[src/rtl/uart_tx_arb_if.sv]
// Requester and UART-transmitter signal bundle for uart_tx_arb.
// master: requesters plus transmitter status; slave: the arbiter.
interface uart_tx_arb_if #(
  parameter int unsigned N_REQ = 4
);
  logic [N_REQ-1:0]   req_valid;
  logic [8*N_REQ-1:0] req_data;
  logic [N_REQ-1:0]   req_last;
  logic [N_REQ-1:0]   req_ready;
  logic [N_REQ-1:0]   grant;
  logic               busy;
  logic [7:0]         tx_data;
  logic               tx_start;
  logic               tx_idle;

  modport master (
    output req_valid, req_data, req_last, tx_idle,
    input  req_ready, grant, busy, tx_data, tx_start
  );

  modport slave (
    input  req_valid, req_data, req_last, tx_idle,
    output req_ready, grant, busy, tx_data, tx_start
  );
endinterface

[src/rtl/uart_tx_arb.sv]
// Round-robin arbiter sharing one UART transmitter between N_REQ byte sources,
// with per-message locking and a lock timeout for stalled owners.
module uart_tx_arb #(
  parameter int unsigned N_REQ   = 4,
  parameter int unsigned LOCK_TO = 1023
) (
  input logic          clk,
  input logic          rst_n,
  uart_tx_arb_if.slave bus
);
  localparam int unsigned PW = (N_REQ > 1) ? $clog2(N_REQ) : 1;
  localparam int unsigned CW = (LOCK_TO > 1) ? $clog2(LOCK_TO + 1) : 1;

  typedef enum logic [1:0] {ARB, ISSUE, WAIT_BUSY, WAIT_DONE} state_t;

  state_t           state;
  logic [PW-1:0]    ptr;
  logic             locked;
  logic [CW-1:0]    toCnt;
  logic [7:0]       txData;
  logic             txStart;
  logic [N_REQ-1:0] grantQ;
  logic             busyQ;

  logic             selFound;
  logic [PW-1:0]    selIdx;
  logic [PW-1:0]    candIdx;
  logic [N_REQ-1:0] selOneHot;
  logic             doXfer;
  logic             ownerIdle;
  logic             toExpire;

  // ptr is both the round-robin origin and, while locked, the owner index
  always_comb begin
    selFound = 1'b0;
    selIdx   = ptr;
    candIdx  = ptr;
    for (int unsigned off = 1; off <= N_REQ; off++) begin
      candIdx = PW'((32'(ptr) + off) % N_REQ);
      if (!selFound && bus.req_valid[candIdx] && (!locked || candIdx == ptr)) begin
        selFound = 1'b1;
        selIdx   = candIdx;
      end
    end
  end

  always_comb begin
    selOneHot         = '0;
    selOneHot[selIdx] = 1'b1;
  end

  assign doXfer    = rst_n && (state == ARB) && bus.tx_idle && selFound;
  assign ownerIdle = locked && !bus.req_valid[ptr];
  assign toExpire  = (toCnt == CW'(LOCK_TO - 1));

  assign bus.req_ready = doXfer ? selOneHot : '0;
  assign bus.grant     = grantQ;
  assign bus.busy      = busyQ;
  assign bus.tx_data   = txData;
  assign bus.tx_start  = txStart;

  always_ff @(posedge clk or negedge rst_n) begin
    if (!rst_n) begin
      state   <= ARB;
      ptr     <= PW'(N_REQ - 1);
      locked  <= 1'b0;
      toCnt   <= '0;
      txData  <= '0;
      txStart <= 1'b0;
      grantQ  <= '0;
      busyQ   <= 1'b0;
    end else begin
      case (state)
        ARB: begin
          if (doXfer) begin
            txData  <= bus.req_data[8*selIdx +: 8];
            locked  <= !bus.req_last[selIdx];
            ptr     <= selIdx;
            grantQ  <= selOneHot;
            toCnt   <= '0;
            txStart <= 1'b1;
            busyQ   <= 1'b1;
            state   <= ISSUE;
          end else if (ownerIdle) begin
            // release lands on the edge where the count would reach LOCK_TO
            if (toExpire) begin
              locked <= 1'b0;
              grantQ <= '0;
              toCnt  <= '0;
            end else begin
              toCnt <= toCnt + 1'b1;
            end
          end
        end
        ISSUE: begin
          txStart <= 1'b0;
          state   <= WAIT_BUSY;
        end
        WAIT_BUSY: begin
          if (!bus.tx_idle) state <= WAIT_DONE;
        end
        WAIT_DONE: begin
          if (bus.tx_idle) begin
            state <= ARB;
            busyQ <= 1'b0;
            if (!locked) grantQ <= '0;
          end
        end
        default: state <= ARB;
      endcase
    end
  end

  startInIssue: assert property (@(posedge clk) disable iff (!rst_n) txStart |-> state == ISSUE);
  readyOneHot:  assert property (@(posedge clk) disable iff (!rst_n) $onehot0(bus.req_ready));
  grantOneHot:  assert property (@(posedge clk) disable iff (!rst_n) $onehot0(grantQ));
endmodule

[src/flat_wrapper.sv]
// flat-port wrapper written by rule: the top's interface ports become plain ports
module uart_tx_arb_flat 
#(
  parameter int unsigned N_REQ   = 4,
  parameter int unsigned LOCK_TO = 1023
)
  (clk, rst_n, bus_req_valid, bus_req_data, bus_req_last, bus_tx_idle, bus_req_ready, bus_grant, bus_busy, bus_tx_data, bus_tx_start);
  uart_tx_arb_if #(.N_REQ(N_REQ)) bus_i ();
  input logic clk;
  input logic rst_n;
  input wire logic [$bits(bus_i.req_valid)-1:0] bus_req_valid;
  input wire logic [$bits(bus_i.req_data)-1:0] bus_req_data;
  input wire logic [$bits(bus_i.req_last)-1:0] bus_req_last;
  input wire logic [$bits(bus_i.tx_idle)-1:0] bus_tx_idle;
  output wire logic [$bits(bus_i.req_ready)-1:0] bus_req_ready;
  output wire logic [$bits(bus_i.grant)-1:0] bus_grant;
  output wire logic [$bits(bus_i.busy)-1:0] bus_busy;
  output wire logic [$bits(bus_i.tx_data)-1:0] bus_tx_data;
  output wire logic [$bits(bus_i.tx_start)-1:0] bus_tx_start;
  assign bus_i.req_valid = bus_req_valid;
  assign bus_i.req_data = bus_req_data;
  assign bus_i.req_last = bus_req_last;
  assign bus_i.tx_idle = bus_tx_idle;
  assign bus_req_ready = bus_i.req_ready;
  assign bus_grant = bus_i.grant;
  assign bus_busy = bus_i.busy;
  assign bus_tx_data = bus_i.tx_data;
  assign bus_tx_start = bus_i.tx_start;
  uart_tx_arb #(.N_REQ(N_REQ), .LOCK_TO(LOCK_TO)) u_core (.clk(clk), .rst_n(rst_n), .bus(bus_i));
endmodule
[config.mk]
export PLATFORM = sky130hd
export DESIGN_NAME = uart_tx_arb_flat
export DESIGN_NICKNAME = d
export VERILOG_FILES = /design/src/rtl/uart_tx_arb_if.sv /design/src/rtl/uart_tx_arb.sv /design/src/flat_wrapper.sv
export SDC_FILE = /design/constraint.sdc
export NUM_CORES = 1
export LEC_CHECK = 0
export BUFFER_PORTS_ARGS = -buffer_cell sky130_fd_sc_hd__buf_2
export CAP_MARGIN = 10
export CORE_ASPECT_RATIO = 1.75
export CORE_UTILIZATION = 35
export DETAILED_ROUTE_END_ITERATION = 8
export GPL_TIMING_DRIVEN = 0
export HOLD_SLACK_MARGIN = 0.06
export PLACE_DENSITY = 0.65
export SYNTH_ARGS = -nofsm -noshare
export SYNTH_HDL_FRONTEND = slang
export SYNTH_SLANG_ARGS = --single-unit
[constraint.sdc]
create_clock -name clk -period 2.9 [get_ports clk]
set_input_delay 0.29 -clock clk [delete_from_list [all_inputs] [get_ports clk]]
set_output_delay 0.29 -clock clk [all_outputs]
set_load 0.01 [all_outputs]
# Word-level counts from Yosys, hierarchy flattened
# Cells that the tools add are included.
# word_totals
reg_bits,29
in_bits,43
output_inout_bits,18
word_cells,112
# op_classes
addsub,5
n_lt_le_gt_ge,7
n_eq_ne,14
shift,1
muxes,43
reduce_logical,34
# op_table
op,count
32-bit by 6-bit variable part select with 8-bit output,1
10-bit 2-to-1 mux,3
4-bit 2-to-1 mux,6
2-bit by 3-bit less-than comparator with 1-bit output (second input constant),6
1-bit 2-to-1 mux,16
2-bit 2-to-1 mux,7
1-bit binary-select mux with 2-bit select,6
1-bit logical AND,12
10-bit by 1-bit adder with 10-bit output (second input constant),1
10-bit equality test (second input constant),1
3-bit AND reduction,3
2-bit equality test,4
2-bit one-hot mux with 4 select lines,1
4-bit one-hot mux with 2 select lines,1
2-bit nonzero test,4
1-bit zero test,6
2-bit inequality test (second input constant),3
3-bit by 1-bit inequality test with 1-bit output (second input constant),2
2-bit AND reduction,3
5-bit AND reduction,1
2-bit by 1-bit adder with 2-bit output (second input constant),2
2-bit adder (second input constant),2
2-bit equality test (second input constant),2
1-bit logical OR,4
other kinds (6),7

# Longest topological paths before layout
# Gate-level depths: netlist of the first run.
# logic_depth
ltp_word,23
mapped_depth,10
ltp_nobuf,7

# Worst setup path after synthesis of the first run
# Ideal clock, no wire load.
# synth_path
kind,register to register
start,register u_core.ptr[1]
end,"register u_core.grantQ[2], in the netlist u_core.bus.grant[2]"
setup_time_ns,0.068
arrival_ns,2.046
required_time_ns,2.832
slack_ns,0.787
path_stages_with_launch,8
n_path_buf,2
period_less_slack_ns,2.113
path_cell_list,dfstp_2 -> buf_6 -> buf_2 -> mux2i_1 -> nor2_1 -> o31a_1 -> nor4_1 -> a22o_1
# synth_via
elab_chain_len,23
word_cells_on_any_way,53
cone_classes,4 x add/sub; 2 x order compare; 6 x eq/ne; 22 x mux; 19 x reduce/logical
# synth_rtl
item,line,source
"start, declared",uart_tx_arb.sv:17,logic [PW-1:0] ptr;
"start signal, assigned",uart_tx_arb.sv:65,ptr <= PW'(N_REQ - 1);
"start signal, assigned",uart_tx_arb.sv:78,ptr <= selIdx;
2-bit by 1-bit adder with 2-bit output,uart_tx_arb.sv:39,candIdx = PW'((32'(ptr) + off) % N_REQ);
1-bit binary-select mux with 2-bit select / 2-bit equality test (equally long branches),uart_tx_arb.sv:40,if (!selFound && bus.req_valid[candIdx] && (!locked || candIdx == ptr)) begin
1-bit 2-to-1 mux (not written as such) / 1-bit logical OR (equally long branches),uart_tx_arb.sv:40,
1-bit logical AND,uart_tx_arb.sv:40,
1-bit 2-to-1 mux,uart_tx_arb.sv:40,
1-bit zero test,uart_tx_arb.sv:40,
1-bit logical AND (2 in a row),uart_tx_arb.sv:40,
1-bit 2-to-1 mux,uart_tx_arb.sv:40,
[5 not listed],-,
1-bit logical AND (2 in a row),uart_tx_arb.sv:40,
2-bit 2-to-1 mux,uart_tx_arb.sv:40,
2-bit by 3-bit less-than comparator with 1-bit output (not written as such) / 2-bit by 1-bit >= comparator with 1-bit output (equally long branches),uart_tx_arb.sv:49,selOneHot[selIdx] = 1'b1;
1-bit logical AND (not written as such),uart_tx_arb.sv:49,
1-bit 2-to-1 mux (not written as such),uart_tx_arb.sv:49,
1-bit demux with 2-bit select,-,
4-bit 2-to-1 mux,uart_tx_arb.sv:75,if (doXfer) begin
4-bit one-hot mux with 2 select lines,uart_tx_arb.sv:73,case (state)
"end signal, assigned",uart_tx_arb.sv:79,grantQ <= selOneHot;
"end, declared",uart_tx_arb.sv:22,logic [N_REQ-1:0] grantQ;
# Several ways; a longest one is shown, not always the timed one. The select of a mux whose other input is x is not followed.
# A chain may end at the register's enable or synchronous reset.

# Worst setup path in the final report of the first run
# layout_path
start,register u_core.ptr[0]
end,output bus_req_ready[0]
# layout_via
elab_chain_len,22
word_cells_on_any_way,45
cone_classes,4 x add/sub; 2 x order compare; 4 x eq/ne; 19 x mux; 16 x reduce/logical
# layout_rtl
item,line,source
2-bit by 1-bit adder with 2-bit output,uart_tx_arb.sv:39,
1-bit binary-select mux with 2-bit select / 2-bit equality test (equally long branches),uart_tx_arb.sv:40,
1-bit 2-to-1 mux (not written as such) / 1-bit logical OR (equally long branches),uart_tx_arb.sv:40,
1-bit logical AND,uart_tx_arb.sv:40,
1-bit 2-to-1 mux,uart_tx_arb.sv:40,
1-bit zero test,uart_tx_arb.sv:40,
1-bit logical AND (2 in a row),uart_tx_arb.sv:40,
1-bit 2-to-1 mux,uart_tx_arb.sv:40,
[4 not listed],-,
1-bit zero test,uart_tx_arb.sv:40,
1-bit logical AND (2 in a row),uart_tx_arb.sv:40,
2-bit 2-to-1 mux,uart_tx_arb.sv:40,
2-bit by 3-bit less-than comparator with 1-bit output (not written as such) / 2-bit by 1-bit >= comparator with 1-bit output (equally long branches),uart_tx_arb.sv:49,
1-bit logical AND (not written as such),uart_tx_arb.sv:49,
1-bit 2-to-1 mux (not written as such),uart_tx_arb.sv:49,
1-bit demux with 2-bit select,-,
4-bit 2-to-1 mux (*),uart_tx_arb.sv:56,assign bus.req_ready = doXfer ? selOneHot : '0;
"end, declared",flat_wrapper.sv:15,output wire logic [$bits(bus_i.req_ready)-1:0] bus_req_ready;
# Mark *: on every way between the ends. The rest lies on a longest branch, timed or not. The select of a mux whose other input is x is not followed.

==> results.md, run 1 <==
Drt:
- Dividing the detail-routed wire length by the instance count gives 15.5 um.
- The via count of the routed design is 2142.
- The DRC violations left is 0.
- The final wirelength is 5960 um.
- The post-route antenna net violation count is 0.
- The number of vias per cell after detailed routing is 5.56.
- The first routing iteration left 168 violations.
- The length of the first detailed-routing pass in iterations is 4.

Placement:
- The cell area after placement is 0.00244 mm2.
- At the end of routability-driven placement, the weighted congestion stood at 0.842.
- Port buffering added 59 buffers.
- The placed wire-length estimate after detailed placement is 4390 um.
- The placed cell count is 377.

Yosys:
- In the post-synthesis netlist, the biggest area contributors are dfrtp_1 33%, a21oi_1 5.8%, nor2_1 5.7%, a222oi_1 3.9%, a221oi_1 3.8%.
- Synthesis inferred 29 register bits.
- Summed over its instances, the top area cell type makes up 32.9% of the synthesized netlist area.
- The synthesis warning total is 0.
- The post-synthesis cell count is 242.
- The total standard cell area after synthesis is 0.00205 mm2.
- The primary flip-flop cell chosen by synthesis mapping is dfrtp_1.
- The sequential fraction of the synthesis area is 35.4%.
- The proportion of register bits with asynchronous set or reset after synthesis is 100%.
- The post-synth net total is 291.
- The mean instance size in the synthesized netlist is 8.49 um2.
- The cell type with the highest aggregate area in the netlist is dfrtp_1.
- The synthesized design contains 0 enable-type register cells.
- Counting distinct cell types in the post-synthesis netlist gives 53.

GRT:
- The global-route usage over all layers is 19.6%.
- The first-pass GRT wire length is 9170 um.
- The global route total overflow is 0.
- The number of antenna violations at the first check in global routing is 0.
- The via count of the first global-routing pass is 1984.
- The largest net degree at the start of global routing is 32.

Worst setup path:
- The worst setup path is of the reg -> out kind.
- The cell repeated most along the worst path is buf_2.
- STA classifies the critical path startpoint as a flop.
- The signal arrival time at the worst endpoint is 2.38 ns.
- For the worst setup path, the data required time is 2.61 ns.
- The worst path buffer plus inverter count is 3.
- On the worst path, the slowest cell contributes a delay of 0.52 ns.
- The slowest cell on the critical path is dfstp_2.
- Walking the worst path, the cells encountered are clkbuf_1, buf_2, a211oi_1, o32ai_2, and2_1, buf_2.
- The largest delay contributor family on the critical path is buffers and inverters.
- STA classifies the critical path endpoint as an output pin.
- In this run the worst path has a maximum fanout of 10.

Cells and area:
- Leaving out fill and tap cells, the most frequent cell in the layout is buf_2.
- The final cell area excluding filler cells is 0.00256 mm2.
- The share of layout cells above drive strength 1 is 27.8%.
- For this run, the share of the core covered by cells in the final layout is 45.5%.
- The number of standard cells in the layout, taps in and fillers out is 385.
- 0 antenna diodes ended up in the layout.
- The final layout contains 357 nets.
- The synthesis-to-layout area growth is 24.7%.
- In the layout the commonest cells are 65 x buf_2, 31 x nor2_1, 27 x dfrtp_1.
- Counting the fill cells in the layout gives 568.

Outcome:
- The run finished with clean final reports.

CTS:
- Clock-pin slew was measured on the worst setup and hold paths at 0.07 ns.
- The number of clock buffers inserted by TritonCTS is 5.
- At the later pin of the worst-skew pair, clock insertion delay measures 0.29 ns.
- Counting every sink on the clock net gives 29.
- CTS placed an instance of clkbuf_8 at the clock tree root.
- The CTS H-tree depth is 2.
- The worst-case clock buffer depth is 2.
- TritonCTS built the clock tree.
- After clock tree synthesis, the setup repair step added 0 buffers.

Worst hold path:
- The path type of the worst min-delay path is in -> async.

Timing:
- The final period demand of the worst path is 2.67 ns.
- The number of max-slew violations in the final report is 0.
- The total negative slack is 0 ns.
- Setup repair after global routing left no endpoint under its margin.
- The worst slew margin relative to its limit is 45.1%.
- Between clock sinks in the finished design, the worst skew comes to 0.0100 ns.
- For the pin with the worst max-slew slack, the measured transition is 0.823 ns.
- The achievable clock frequency is 0.375 GHz.
- The total of endpoints with negative setup slack in the final report is 0.
- The number of failing hold endpoints at the final stage is 0.
- The post-route clock period utilization is 92.0%.

Power:
- Power spread over the standard cell area amounts to 814 mW/mm2.
- The post-layout total power is 2.08 mW.
- The largest vdd supply drop is 0.310 mV.
- The static leakage is 1.15 nW.

Die:
- The effective utilization at floorplan is 36.5%.
- The floorplan step set the die height to 103 um.
- The number of top-level pins is 61.
- The x dimension of the die is 59.9 um.
- The number of placement rows is 36.
- The area inside the core boundary is 0.00563 mm2.
- The floorplan step defined a die boundary enclosing 0.00619 mm2.

Flow run:
- Max-cap violations in this run came to 0.
Yosys cell counts, drive strengths merged (2+ instances only):
cell     n
nor2    31
nor2b    7
and3     3
dfrtp   27
ha       6
nand2b   5
or3      3
mux2i    2
a31oi    2
nand3    5
and3b    2
o31a     2
buf      8
nand4    2
a211oi   2
o41ai    2
and2     4
nand2   12
clkbuf  11
o32ai    2
a21o     3
nor3     9
a22o     2
a222oi   8
mux2     3
o32a     2
a21oi   24
nand3b   2
o21a     3
a32o     2
a221oi   9
inv      6
dfstp    2
a31o     2
o21ai   15
per-stage QoR:
step / worst slack [ns] / hold slack (ns)
after floorplan: 0.787 / -0.00559
after global placement: 0.312 / 0.373
after detailed placement: 0.239 / 0.383
after CTS: 0.0884 / 0.0752
after global routing: 0.125 / 0.109
final: 0.232 / 0.0426
final cells by class:
class,instances,area [um2],area share [%]
multi-input combinational,188,1230,48.1
sequential,29,728,28.4
timing repair buffer,59,295,11.5
clock buffer,7,96.3,3.76
tap,76,95.1,3.71
buffer,19,86.3,3.37
inverter,6,22.5,0.879
clock inverter,1,5.00,0.195
logic make-up (layout without fill, tap and decap cells):
| group | Yosys count | after routing | synth area share (%) |
|---|---|---|---|
| adders and majority gates | 6 | 6 | 3.65 |
| buffers and inverters | 25 | 92 | 5.30 |
| and+or+nand+nor | 92 | 92 | 22.9 |
| DFF | 29 | 29 | 35.4 |
| muxes | 5 | 5 | 2.80 |
| AOI/OAI and AO/OA | 85 | 85 | 29.9 |
where the power goes:
part	internal, mW	switching (mW)
clock	0.214	0.163
combinational	0.444	0.637
sequential	0.539	0.0886
metal layers:
layer / wire, um / global-route usage, %
met2: 3330 / 35.0
met1: 2310 / 21.9
met5: 0 / 0
met3: 164 / 2.99
met4: 153 / 10.0
worst paths after layout:
kind                                                      start                                 to  slack, ns  cells past startpoint
worst min register to register  u_core.bus.grant[0]$_DFFE_PN0P_    u_core.bus.grant[0]$_DFFE_PN0P_       0.50                      1
worst min-delay path                                      rst_n    u_core.bus.grant[0]$_DFFE_PN0P_       0.04                      1
worst max-delay path                  u_core.ptr[0]$_DFFE_PN1P_                   bus_req_ready[0]       0.23                      6
worst max register to register      u_core.state[0]$_DFFE_PN0P_          u_core.locked$_DFFE_PN0P_       0.53                      9
max in group asynchronous                                 rst_n  u_core.bus.tx_data[5]$_DFFE_PN0P_       2.40                      1
min in group clk                               bus_req_data[24]  u_core.bus.tx_data[0]$_DFFE_PN0P_       0.30                      3
sequential cells by signal, summed over array words and instances (netlist names):
register	cells
u_core.bus.grant	4
u_core.bus.tx_start	1
u_core.bus.tx_data	8
u_core.toCnt	10
u_core.bus.busy	1
u_core.locked	1
u_core.state	2
u_core.ptr	2
timing repair:
action                                 CTS  global route
hold buffers                             0             0
setup endpoints to repair                0             2
endpoints found under the hold margin    0             0
gates resized for setup                  0             2
No activity file was read; power rests on OpenSTA's default activity.
==> inputs of run 2 (changes only) <==
--- a/config.mk
+++ b/config.mk
@@ -12,7 +12,7 @@
 export DETAILED_ROUTE_END_ITERATION = 8
 export GPL_TIMING_DRIVEN = 0
 export HOLD_SLACK_MARGIN = 0.06
-export PLACE_DENSITY = 0.65
+export PLACE_DENSITY = 0.59
 export SYNTH_ARGS = -nofsm -noshare
 export SYNTH_HDL_FRONTEND = slang
 export SYNTH_SLANG_ARGS = --single-unit
==> run 2 against run 1 <==
  * Combinational power barely moved
  * Largest power group unchanged
  * Clock skew fell by 0.0041 ns
  * Clock power fell by 2%
  * Final cell count did not move
  * Critical endpoint unchanged
  * Register-to-register slack barely moved
==> results.md, run 2 (synthesis gave the netlist of run 1 again) <==
Outcome:
- The flow ran to the end, and the final reports show no timing, DRC or antenna violations.

Cells and area:
- 0 antenna diodes ended up in the layout.
- The most common library cell in the layout ignoring fill and taps is buf_2.
- The synthesis-to-layout area growth is 24.3%.
- Leaving out fill and tap cells, the most frequent cells in the layout are 65 x buf_2, 31 x nor2_1, 27 x dfrtp_1.
- The final core utilization is 45.4%.
- The register with the most flip-flops in the layout has 10 of them.
- The share of layout cells above drive strength 1 is 27.5%.
- After routing the design area is 0.00255 mm2.
- u_core.toCnt holds more flip-flops than any other register.
- The number of standard cells in the layout, taps in and fillers out is 385.
- The net count of the finished layout is 357.

Timing:
- The number of failing hold endpoints at the final stage is 0.
- In the finished design, the share of the clock period the worst path needs comes to 92.9%.
- For the pin with the worst max-slew slack, the measured transition is 0.885 ns.
- Setup repair after global routing left no endpoint under its margin.
- For the finished layout, the period the worst path requires is 2.69 ns.
- The number of max-slew violations in the final report is 0.
- The tightest hold path in the finished design has a slack of 0.0636 ns.
- The total of endpoints with negative setup slack in the final report is 0.
- In this run the tightest slew margin relative to its limit is 41.0%.
- The worst-case clock skew is 0.00590 ns.
- The total negative slack is 0 ns.
- The minimum setup slack in the final design is 0.206 ns.
- The achievable clock frequency is 0.371 GHz.

Worst setup path:
- In this run the register-to-register setup slack is 0.52 ns.
- The worst setup path is captured at an output pin.
- Counting both buffers and inverters, the worst setup path holds a total of 3.
- The highest net fanout along the worst path is 10.
- The slowest stage of the critical path belongs to the cell dfstp_2.
- The required time of the critical path is 2.61 ns.
- The setup path with the least slack is of type reg -> out.
- The type of element launching the critical path is a flop.
- Grouping stages by cell kind, the critical path spends the most delay in buffers and inverters.
- The cell repeated most along the worst path is buf_2.
- On the worst path, the slowest cell contributes a delay of 0.51 ns.
- Walking the worst path, the cells encountered are clkbuf_1, buf_2, a211oi_1, o32ai_2, and2_1, buf_2.
- The signal arrival time at the worst endpoint is 2.40 ns.

Drt:
- The length of the first detailed-routing pass in iterations is 4.
- The DRC violations left is 0.
- The number of vias per cell after detailed routing is 5.61.
- The first routing iteration left 186 violations.
- The wire length per cell after detailed routing is 16.1 um.
- The post-route antenna net violation count is 0.
- The final wirelength is 6180 um.
- The via count of the routed design is 2158.

GRT:
- The largest net degree at the start of global routing is 32.
- The first global-routing pass estimated 9120 um of wire.
- The global route total overflow is 0.
- The via count of the first global-routing pass is 1895.
- The number of antenna violations at the first check in global routing is 0.
- The global-route usage over all layers is 19.8%.

Worst hold path:
- The min-delay analysis places its worst path in the category in -> async.

Die:
- The die covers 0.00619 mm2.
- Once the floorplan was initialized, standard cells occupied 36.5% of the core.
- The floorplan step set the die height to 103 um.
- The area inside the core boundary is 0.00563 mm2.
- During I/O placement, the number of pins put on the boundary was 61.
- The x dimension of the die is 59.9 um.
- The initialized floorplan defines 36 standard-cell rows.

CTS:
- The TritonCTS clock tree is done.
- The number of buffers inserted by hold repair at cts is 0.
- In this run the deepest clock path goes through 2 buffers.
- The number of instances resized during post-cts repair is 0.
- In this run the number of H-tree levels came out at 2.
- The insertion delay of the later-clocked pin in the worst-skew pair is 0.28 ns.
- The clock-pin transition on the worst setup and hold timing paths is 0.06 ns.
- The clock drives 29 sinks.
- The clock tree root buffer cell is clkbuf_8.
- The number of clock buffers inserted by TritonCTS is 5.
- Buffers added to address setup during post-CTS repair amount to 0.

Power:
- Summed over all cells, the static leakage comes to 1.15 nW.
- IR analysis of the VDD net gives a maximum drop of 0.357 mV.
- The power per cell area is 815 mW/mm2.
- Overall power consumption after layout is estimated at 2.08 mW.

Placement:
- Summing all placed instances gives a cell area of 0.00244 mm2.
- The placed cell count is 377.
- Routability-driven placement finished with a final weighted congestion of 0.816.
- Port buffering added 59 buffers.
- The worst slack at placement is 0.228 ns.
- Detailed placement ended at an HPWL of 4570 um.

Flow run:
- The count of max-cap constraint violations is 0.
==> run 2: routing by layer <==
metal / vias up / wire length (um) / track usage (%)
li1: 1041 / - / -
met1: 1051 / 2490 / 23.3
met3: 8 / 189 / 3.23
met5: - / 0 / 0
met4: 0 / 116 / 10.7
met2: 58 / 3390 / 33.5
==> run 2: worst paths after layout <==
check | to | from | cells past startpoint
worst max-delay path | bus_req_ready[0] | u_core.ptr[0]$_DFFE_PN1P_ | 6
min in group clk | u_core.bus.tx_data[7]$_DFFE_PN0P_ | bus_req_data[15] | 3
worst min register to register | u_core.bus.grant[2]$_DFFE_PN0P_ | u_core.bus.grant[2]$_DFFE_PN0P_ | 1
worst min-delay path | u_core.bus.tx_data[2]$_DFFE_PN0P_ | rst_n | 1
max in group asynchronous | u_core.bus.tx_data[4]$_DFFE_PN0P_ | rst_n | 1
worst max register to register | u_core.locked$_DFFE_PN0P_ | u_core.state[0]$_DFFE_PN0P_ | 9
==> run 2: area by class of cell <==
class / count / area (um2)
inverters: 6 / 22.5
clock buffers: 7 / 96.3
fillers: 583 / 3080
plain buffers: 19 / 86.3
well taps: 76 / 95.1
multi-input cells: 188 / 1220
clock inverters: 1 / 5.00
repair buffers: 59 / 295
flip-flops and latches: 29 / 728
==> run 2: where the power goes <==
group | internal (mW) | total, mW | leakage, nW | switching [mW]
clock | 0.214 | 0.370 | 0.0542 | 0.156
combinational | 0.439 | 1.08 | 0.730 | 0.646
sequential | 0.539 | 0.627 | 0.364 | 0.0883
==> inputs of run 3 (changes only) <==
--- a/config.mk
+++ b/config.mk
@@ -12,7 +12,7 @@
 export DETAILED_ROUTE_END_ITERATION = 8
 export GPL_TIMING_DRIVEN = 0
 export HOLD_SLACK_MARGIN = 0.06
-export PLACE_DENSITY = 0.59
+export PLACE_DENSITY = 0.62
 export SYNTH_ARGS = -nofsm -noshare
 export SYNTH_HDL_FRONTEND = slang
 export SYNTH_SLANG_ARGS = --single-unit
==> run 3 against run 2 <==
  * Critical path depth grew 1
  * Sequential cell count stayed put
  * Critical path type unchanged
  * First-iteration DRC count up 14%
  * Maximum frequency rose by 0.29%
  * Via count fell by 1.2%
  * Die area unchanged
  * Critical endpoint is now bus_req_ready[3]
  * Clock skew barely moved
==> results.md, run 3 (synthesis gave the netlist of run 1 again) <==
Outcome:
- The run finished with clean final reports.

Worst setup path:
- STA classifies the critical path startpoint as a flop.
- The type of the setup path with the least slack is reg -> out.
- The worst setup path startpoint is u_core.state[0]$_DFFE_PN0P_.
- Traced cell by cell, the critical path runs through inv_1, ha_1, buf_2, nand3_1, o41ai_1, and2_1, buf_2.
- The delay of the slowest critical-path stage is 0.79 ns.
- The startpoint of the worst register-to-register path is u_core.state[0]$_DFFE_PN0P_.
- The type of element capturing the critical path is an output pin.
- The setup slack of the most critical reg-to-reg path is 0.58 ns.
- The depth of the worst register-to-register path is 9.
- The signal arrival time at the worst endpoint is 2.40 ns.
- The highest net fanout along the worst path is 9.
- Data on the critical path is required at its endpoint by 2.61 ns.
- Counting stages on the worst path, the most repeated cell is buf_2.
- In this run the critical register-to-register path is captured at u_core.state[1]$_DFFE_PN0P_.
- The slowest cell on the critical path is o41ai_1.

GRT:
- The number of antenna violations at the first check in global routing is 0.
- The global route total overflow is 0.
- For this run, the total global-route usage over all layers was measured as 19.2%.
- The first global-routing pass estimated 8970 um of wire.
- The via count of the first global-routing pass came to 1947.
- Entering global routing, the biggest net connects 32 pins.

CTS:
- Once the clock tree was built, the setup fixing pass inserted 0 buffers.
- Clock tree synthesis selected as its root buffer the cell clkbuf_8.
- The clock-pin transition on the worst setup and hold timing paths is 0.06 ns.
- The clock tree synthesis step divided the H-tree into 2 levels.
- For the worst-skew pair, the clock arrives at the later sink with an insertion delay of 0.28 ns.
- The number of gates resized after CTS was 0.
- The TritonCTS clock tree is done.
- The number of buffers inserted by hold repair at cts is 0.
- CTS saw 29 sinks.
- The worst-case clock buffer depth is 2.
- Clock tree synthesis inserted a total of 5 buffers.

Die:
- The effective utilization at floorplan is 36.5%.
- The core region is 0.00563 mm2.
- The initialized floorplan defines 36 standard-cell rows.
- The x dimension of the die is 59.9 um.
- The number of top-level pins is 61.
- The height of the chip is 103 um.
- The die covers 0.00619 mm2.

Drt:
- The wire length per cell after detailed routing is 15.4 um.
- Summing over every cut layer, the via total after detailed routing is 2133.
- Using the TritonRoute via totals, the vias-per-cell ratio works out to 5.54.
- The post-route antenna net violation count is 0.
- The first routing iteration left 212 violations.
- For this block, the routed nets add up to 5930 um of wire.
- The DRC violations left is 0.
- For this run, the detailed router's first-pass iteration total came to 4.

Cells and area:
- The synthesis-to-layout area growth is 23.9%.
- In the layout the commonest cells are 65 x buf_2, 31 x nor2_1, 27 x dfrtp_1.
- The number of standard cells in the layout, taps in and fillers out is 385.
- The most common library cell in the layout ignoring fill and taps is buf_2.
- The register with the most flip-flops in the layout has 10 of them.
- The filler cells instantiated in the layout total 572.
- The register with the most flip-flops in the final layout is u_core.toCnt.
- The net count of the finished layout is 357.
- 0 antenna diodes ended up in the layout.
- The share of layout cells above drive strength 1 is 27.2%.

Timing:
- In the finished design, the share of the clock period the worst path needs comes to 92.6%.
- For the pin with the worst max-slew slack, the measured transition is 0.820 ns.
- The final period demand of the worst path is 2.69 ns.
- The number of max-slew violations in the final report is 0.
- The achievable clock frequency is 0.372 GHz.
- The number of failing hold endpoints at the final stage came to 0.
- Setup repair after global routing left no endpoint under its margin.
- Measured against its own limit, the worst slew margin works out to 44.6%.
- The total negative slack is 0 ns.
- The worst-case clock skew is 0.00557 ns.
- Setup violations remaining at the end of the flow were counted as 0.

Worst hold path:
- The path class of the tightest hold or removal check is in -> async.

Flow run:
- The tool flagged a number of max-cap violations equal to 0.

Placement:
- The placed cell count is 377.
- The placed wire-length estimate after detailed placement is 4400 um.
- Buffers placed on the I/O ports in this run total 59.
- Routability-driven placement finished with a final weighted congestion of 0.872.

Power:
- The power per cell area is 808 mW/mm2.
- The static leakage is 1.14 nW.
- IR analysis of the VDD net gives a maximum drop of 0.346 mV.
run 3: cell counts in the layout (fill, tap and decap cells not counted):
No cell type changed its count.
run 3: final cells by class:
type	count	area, um2	share of cell area (%)
well taps	76	95.1	3.73
plain buffers	19	86.3	3.39
multi-input cells	188	1220	47.8
inverters	6	22.5	0.885
flip-flops and latches	29	728	28.6
repair buffers	59	295	11.6
clock buffers	7	96.3	3.78
clock inverters	1	5.00	0.197
run 3: where the power goes:
part	switching [mW]	internal (mW)	leakage (nW)	total (mW)
combinational	0.621	0.438	0.724	1.06
sequential	0.0870	0.539	0.364	0.626
clock	0.157	0.214	0.0542	0.372
total	0.865	1.19	1.14	2.06
run 3: worst max-delay path by stage:
stage                                 endpoint  cells after the start
5_1_grt                       bus_req_ready[1]                      7
3_3_place_gp                  bus_req_ready[1]                      5
6_report                      bus_req_ready[3]                      7
3_5_place_dp                  bus_req_ready[1]                      5
2_1_floorplan  u_core.bus.grant[2]$_DFFE_PN0P_                      7
4_1_cts                       bus_req_ready[1]                      7
run 3: worst max-delay path, delay by kind of cell (launching register included):
family | cells | cell delay [ns]
AO/OA/AOI/OAI | 1 | 0.79
flip-flops | 1 | 0.42
buffers and inverters | 3 | 0.40
AND/OR/NAND/NOR | 2 | 0.37
adder cells (fa/ha/maj) | 1 | 0.14
run 3: routing by layer:
| metal | GRT usage, % | wire [um] | vias to the layer above |
|---|---|---|---|
| met5 | 0 | 0 | - |
| met4 | 9.84 | 137 | 0 |
| met3 | 3.11 | 183 | 10 |
| met2 | 34.1 | 3270 | 47 |
| met1 | 21.5 | 2330 | 1030 |
| li1 | - | - | 1046 |
run 3: per-stage QoR:
stage          hold WS (ns)  total power [mW]  util [%]  cell area (um2)  setup slack (ns)
6_report             0.0561              2.06      45.2             2550             0.213
3_3_place_gp          0.377              1.67      43.4             2440             0.339
2_1_floorplan      -0.00559              1.38         -             2050             0.787
5_1_grt               0.105              2.22      45.2             2550            0.0583
3_5_place_dp          0.380              1.69      43.4             2440             0.318
4_1_cts              0.0733              2.07      45.2             2550             0.190
